===== src/rtl/uart_sld_loader.sv =====
// uart_sld_loader: core-side end of the host scene-data download link.
// It sends SYNC_BYTE over uart_tx, then receives LEN_BYTES bytes from uart_rx.
// The bytes are packed little-endian into 32-bit words and written to a memory port.
// Optional feature macro: SLD_LOADER_CHECKSUM_EN. When it is defined, an 8-bit sum
// of the payload is sent back over uart_tx before done rises.
module uart_sld_loader #(
  parameter logic [7:0] SYNC_BYTE = 8'hAA,
  parameter int         LEN_BYTES = 910,
  parameter int         ADDR_W    = 10,
  parameter int         BASE_ADDR = 0
) (
  input  logic              clk,
  input  logic              rstn,
  input  logic              start,
  input  logic [7:0]        rx_data,
  input  logic              rx_ready,
  input  logic              rx_ferr,
  output logic [7:0]        tx_data,
  output logic              tx_start,
  input  logic              tx_busy,
  output logic              mem_we,
  output logic [ADDR_W-1:0] mem_addr,
  output logic [31:0]       mem_wdata,
  output logic              busy,
  output logic              done,
  output logic              err,
  output logic [15:0]       byte_count
);

  localparam logic [15:0]       LAST_COUNT = 16'(LEN_BYTES);
  localparam logic [ADDR_W-1:0] BASE       = ADDR_W'(BASE_ADDR);

`ifdef SLD_LOADER_CHECKSUM_EN
  typedef enum logic [3:0] {
    IDLE, SYNC, SYNC_WAIT_HI, SYNC_WAIT_LO, RECV, FLUSH,
    CSUM, CSUM_WAIT_HI, CSUM_WAIT_LO, DONE, ERR
  } state_t;
  localparam state_t AFTER_WRITE = CSUM;
`else
  typedef enum logic [2:0] {
    IDLE, SYNC, SYNC_WAIT_HI, SYNC_WAIT_LO, RECV, FLUSH, DONE, ERR
  } state_t;
  localparam state_t AFTER_WRITE = DONE;
`endif

  state_t            state, state_next;
  logic [31:0]       asm_word, asm_next, filled;
  logic [ADDR_W-1:0] word_idx, idx_next, addr_next;
  logic [15:0]       count_next, count_inc;
  logic [31:0]       wdata_next;
  logic              we_next, txs_next;
  logic [7:0]        txd_next;
`ifdef SLD_LOADER_CHECKSUM_EN
  logic [7:0]        csum, csum_next;
`endif

  assign busy = !(state == IDLE || state == DONE || state == ERR);
  assign done = (state == DONE);
  assign err  = (state == ERR);

  // Next-state and next-register logic; every strobe defaults low so it lasts one cycle.
  always_comb begin
    state_next = state;
    count_next = byte_count;
    count_inc  = byte_count + 16'd1;
    asm_next   = asm_word;
    idx_next   = word_idx;
    we_next    = 1'b0;
    addr_next  = mem_addr;
    wdata_next = mem_wdata;
    txs_next   = 1'b0;
    txd_next   = tx_data;
`ifdef SLD_LOADER_CHECKSUM_EN
    csum_next  = csum;
`endif
    filled = asm_word;
    case (byte_count[1:0])
      2'd0:    filled[7:0]   = rx_data;
      2'd1:    filled[15:8]  = rx_data;
      2'd2:    filled[23:16] = rx_data;
      default: filled[31:24] = rx_data;
    endcase

    case (state)
      IDLE, DONE, ERR: begin
        if (start) begin
          count_next = '0;
          asm_next   = '0;
          idx_next   = '0;
`ifdef SLD_LOADER_CHECKSUM_EN
          csum_next  = '0;
`endif
          state_next = SYNC;
        end
      end
      SYNC: begin
        if (!tx_busy) begin
          txs_next   = 1'b1;
          txd_next   = SYNC_BYTE;
          state_next = SYNC_WAIT_HI;
        end
      end
      SYNC_WAIT_HI: if (tx_busy) state_next = SYNC_WAIT_LO;
      SYNC_WAIT_LO: if (!tx_busy) state_next = RECV;
      RECV: begin
        if (rx_ready) begin
          if (rx_ferr) begin
            state_next = ERR;
          end else begin
            count_next = count_inc;
`ifdef SLD_LOADER_CHECKSUM_EN
            csum_next  = csum + rx_data;
`endif
            if (byte_count[1:0] == 2'd3 || count_inc == LAST_COUNT) begin
              we_next    = 1'b1;
              wdata_next = filled;
              addr_next  = BASE + word_idx;
              idx_next   = word_idx + 1'b1;
              asm_next   = '0;
              if (count_inc == LAST_COUNT)
                state_next = (byte_count[1:0] == 2'd3) ? AFTER_WRITE : FLUSH;
            end else begin
              asm_next = filled;
            end
          end
        end
      end
      FLUSH: state_next = AFTER_WRITE;
`ifdef SLD_LOADER_CHECKSUM_EN
      CSUM: begin
        if (!tx_busy) begin
          txs_next   = 1'b1;
          txd_next   = csum;
          state_next = CSUM_WAIT_HI;
        end
      end
      CSUM_WAIT_HI: if (tx_busy) state_next = CSUM_WAIT_LO;
      CSUM_WAIT_LO: if (!tx_busy) state_next = DONE;
`endif
      default: state_next = IDLE;
    endcase
  end

  // State and output registers; reset drops any partially assembled word.
  always_ff @(posedge clk or negedge rstn) begin
    if (!rstn) begin
      state      <= IDLE;
      byte_count <= '0;
      asm_word   <= '0;
      word_idx   <= '0;
      mem_we     <= 1'b0;
      mem_addr   <= '0;
      mem_wdata  <= '0;
      tx_start   <= 1'b0;
      tx_data    <= '0;
`ifdef SLD_LOADER_CHECKSUM_EN
      csum       <= '0;
`endif
    end else begin
      state      <= state_next;
      byte_count <= count_next;
      asm_word   <= asm_next;
      word_idx   <= idx_next;
      mem_we     <= we_next;
      mem_addr   <= addr_next;
      mem_wdata  <= wdata_next;
      tx_start   <= txs_next;
      tx_data    <= txd_next;
`ifdef SLD_LOADER_CHECKSUM_EN
      csum       <= csum_next;
`endif
    end
  end

endmodule


===== config.mk =====
export PLATFORM = sky130hd
export DESIGN_NAME = uart_sld_loader
export DESIGN_NICKNAME = d
export VERILOG_FILES = /design/src/rtl/uart_sld_loader.sv
export SDC_FILE = /design/constraint.sdc
export NUM_CORES = 1
export LEC_CHECK = 0
export BUFFER_PORTS_ARGS = -buffer_cell sky130_fd_sc_hd__buf_2
export CAP_MARGIN = 15
export CORE_UTILIZATION = 58
export CTS_CLUSTER_SIZE = 40
export DETAILED_ROUTE_END_ITERATION = 7
export PLACE_DENSITY = 0.93
export SETUP_SLACK_MARGIN = 0.05
export SYNTH_ARGS = -nofsm -noshare
export SYNTH_HDL_FRONTEND = slang
export SYNTH_SLANG_ARGS = --single-unit

===== constraint.sdc =====
create_clock -name clk -period 7.8 [get_ports clk]
set_input_delay 0.39 -clock clk [delete_from_list [all_inputs] [get_ports clk]]
set_output_delay 0.39 -clock clk [all_outputs]
set_load 0.1 [all_outputs]

==> results.md <==
* Number of different library cells in the post-synthesis netlist at 62
* Count of pins on the block boundary at 85
* Synthesized cell area at 5390 um2
* Post-layout instance count excluding filler cells at 624
* Number of rows created at floorplan at 34
* Nets@finish at 530
* Number of CTS-inserted buffers at 9
* Predominant post-synthesis flop cell: dfrtp_1
* Fin Clk Skew at 0.0120 ns
* EDFF count, synth at 0
* Sink Count at 106
* First-pass GRT wire length at 19200 um
* Count of H-tree levels built during CTS at 3
* Synth-to-Final Area Change at 9.66%
* Setup crit end kind: register
* Flip-flop and latch count after synthesis at 106
* Power, Total at 0.00147 W
* Arr. time, crit path at 4.11 ns
* Cells resized by post-CTS repair at 0
* Max rail drop VDD at 0.186 mV
* Total DRC errors in the routed layout at 1
* Highest-count cells in the layout ignoring fill and taps: dfrtp_1, buf_2, mux2_2, mux2_4, a22o_1
* Initial Util at 60.9%
* Clock tree from TritonCTS: yes
* Number of slew-limit violations in the final report at 0
* Share of flip-flops with an asynchronous set or reset after synthesis at 100%
* Number of warnings printed during yosys synthesis at 0
* Largest net degree at the start of global routing at 85
* HPWL after DPL at 7950 um
* Syn Area/Cell at 12.0 um2
* Ant. Diodes at 0
* Number of buffers inserted by post-CTS setup repair at 0
* Maximum clock path buffer count at 2
* Core Footprint at 8850 um2
* Critical path's largest stage delay at 0.96 ns
* X dimension of the die at 98.4 um
* Final Wtd Congestion at 0.868
* Via count of the first global-routing pass at 3859
* Via count at 3947
* Reg clk slew, reported paths at 0.11 ns
* Count of buffers inserted at the top-level ports at 80
* Total routed wirelength at 11500 um
* Maximum fanout along the worst path at 34
* Antenna-violating nets left at 0
* Maximum achievable frequency at 261 MHz
* Final-layout fill cell count at 669
* WL per Instance at 18.5 um
* Required time of the worst setup path at 8.07 ns
* Synthesized instance count at 450
* Startpoint type of the worst setup path: register
* Worst path cell trace: ha_1, inv_1, nor4_2, xnor2_1, and4_4, and2_4, o21ai_4, inv_6, mux2_4
* Leak pwr at 2.95 nW
* Min cycle time layout at 3.84 ns
* Final worst hold slack at 0.250 ns
* Final-layout setup total negative slack at 0 ns
* Part of the Yosys area used for sequential elements at 49.2%
* Outcome: finished with violations
* Cell at the slowest stage of the critical path: ha_1
* Final global-route overflow total at 0
* Final cell utilization of the core at 66.8%
* Slew at the pin closest to its max-slew limit at 1.14 ns
* Most common cell after layout, fill and taps aside: dfrtp_1
* Number of vias per cell after detailed routing at 6.33
* Clock root buffer: clkbuf_8
* Final hold viol count at 0
* Source-to-sink clock delay at the later pin of the worst-skew pair at 0.38 ns
* Number of max-cap violations at 0
* Violation count after the first detailed-routing iteration at 240
* Placed Cells incl. Taps at 607
* Height of the die at 98.4 um
* Final Setup Violations at 0
* Final Cycle Share at 49.2%
* Worst min path class: in2reg
* Violated checks: DRC
* Share of cells above drive strength 1 at 35.5%
* Number of detailed-routing iterations run before antenna repair at 8
* Number of buffer and inverter stages on the critical path at 2
* Pwr per Cell Area at 248 nW/um2
* Worst Path Class, Setup: reg2reg
* Initial antenna violation count at 0
* Critical path's top delay family: adder cells
* Unrepaired setup endpoints after global routing: false
* Total Routing Usage GR at 25.2%
* CTS hold repair buffers at 1
* Relative slew slack at 24.1%
* Total Die Area at 9680 um2
## registers in the layout, indices dropped and copies added, names as in the netlist
register    cells
word_idx       10
tx_start        1
mem_addr       10
mem_wdata      32
state           3
mem_we          1
byte_count     16
tx_data         1
asm_word       32
## layout make-up
cell class / instances / area [um2] / share of cell area, %
flip-flops and latches: 106 / 2650 / 44.9
multi-input cells: 302 / 2480 / 41.9
repair buffers: 83 / 428 / 7.24
well taps: 108 / 135 / 2.29
clock buffers: 10 / 128 / 2.16
clock inverters: 6 / 50.0 / 0.847
inverters: 9 / 38.8 / 0.656
## through the flow
stage	cell area [um2]	setup WS, ns
2_1_floorplan	5400	4.63
3_3_place_gp	5720	4.21
3_5_place_dp	5720	4.01
4_1_cts	5910	3.98
5_1_grt	5910	3.73
6_report	5910	3.96
## path summary, 6_finish.rpt
kind	slack, ns	from	end	cells past startpoint
worst min register to register	0.49	asm_word[27]$_DFFE_PN0P_	asm_word[27]$_DFFE_PN0P_	1
worst max-delay path	3.96	byte_count[0]$_DFFE_PN0P_	mem_wdata[1]$_DFFE_PN0P_	9
max in group asynchronous	6.06	rstn	mem_wdata[6]$_DFFE_PN0P_	3
min in group asynchronous	0.45	rstn	tx_start$_DFF_PN0_	2
worst min-delay path	0.25	tx_busy	tx_start$_DFF_PN0_	2
worst max register to register	3.96	byte_count[0]$_DFFE_PN0P_	mem_wdata[1]$_DFFE_PN0P_	9
## where the power goes
group	switching [W]	internal (W)	leakage, nW
clock	0.000195	0.000120	0.0888
sequential	0.0000594	0.000589	1.47
combinational	0.000362	0.000141	1.39
total	0.000616	0.000850	2.95
## synth_stat cells (8+ instances only)
master / number / area [um2]
a21oi_1: 12 / 60.1
a22o_1: 26 / 228
and2_1: 9 / 56.3
buf_2: 8 / 40.0
clkbuf_1: 13 / 48.8
dfrtp_1: 106 / 2650
inv_1: 8 / 30.0
mux2_2: 38 / 428
mux2_4: 36 / 541
nand2_1: 25 / 93.8
nand3_1: 9 / 45.0
nand4_1: 9 / 56.3
nor2_1: 16 / 60.1
o21ai_0: 22 / 110
o31ai_1: 8 / 60.1
## cell families after synthesis
group,after synthesis,share of synthesized area (%)
xor+xnor,3,0.488
buf+inv,45,5.11
flops,106,49.2
mux,79,18.9
simple gates,112,11.7
fa+ha+maj,5,1.16
other cells,1,0.0696
compound gates,99,13.4
## per-layer routing
layer | vias to the layer above | wire length [um] | GRT usage (%)
li1 | 1760 | - | -
met1 | 1986 | 4960 | 33.0
met2 | 165 | 5640 | 40.9
met3 | 36 | 637 | 5.44
met4 | 0 | 282 | 10.7
met5 | - | 0 | 0
No activity file was read; power rests on OpenSTA's default activity.
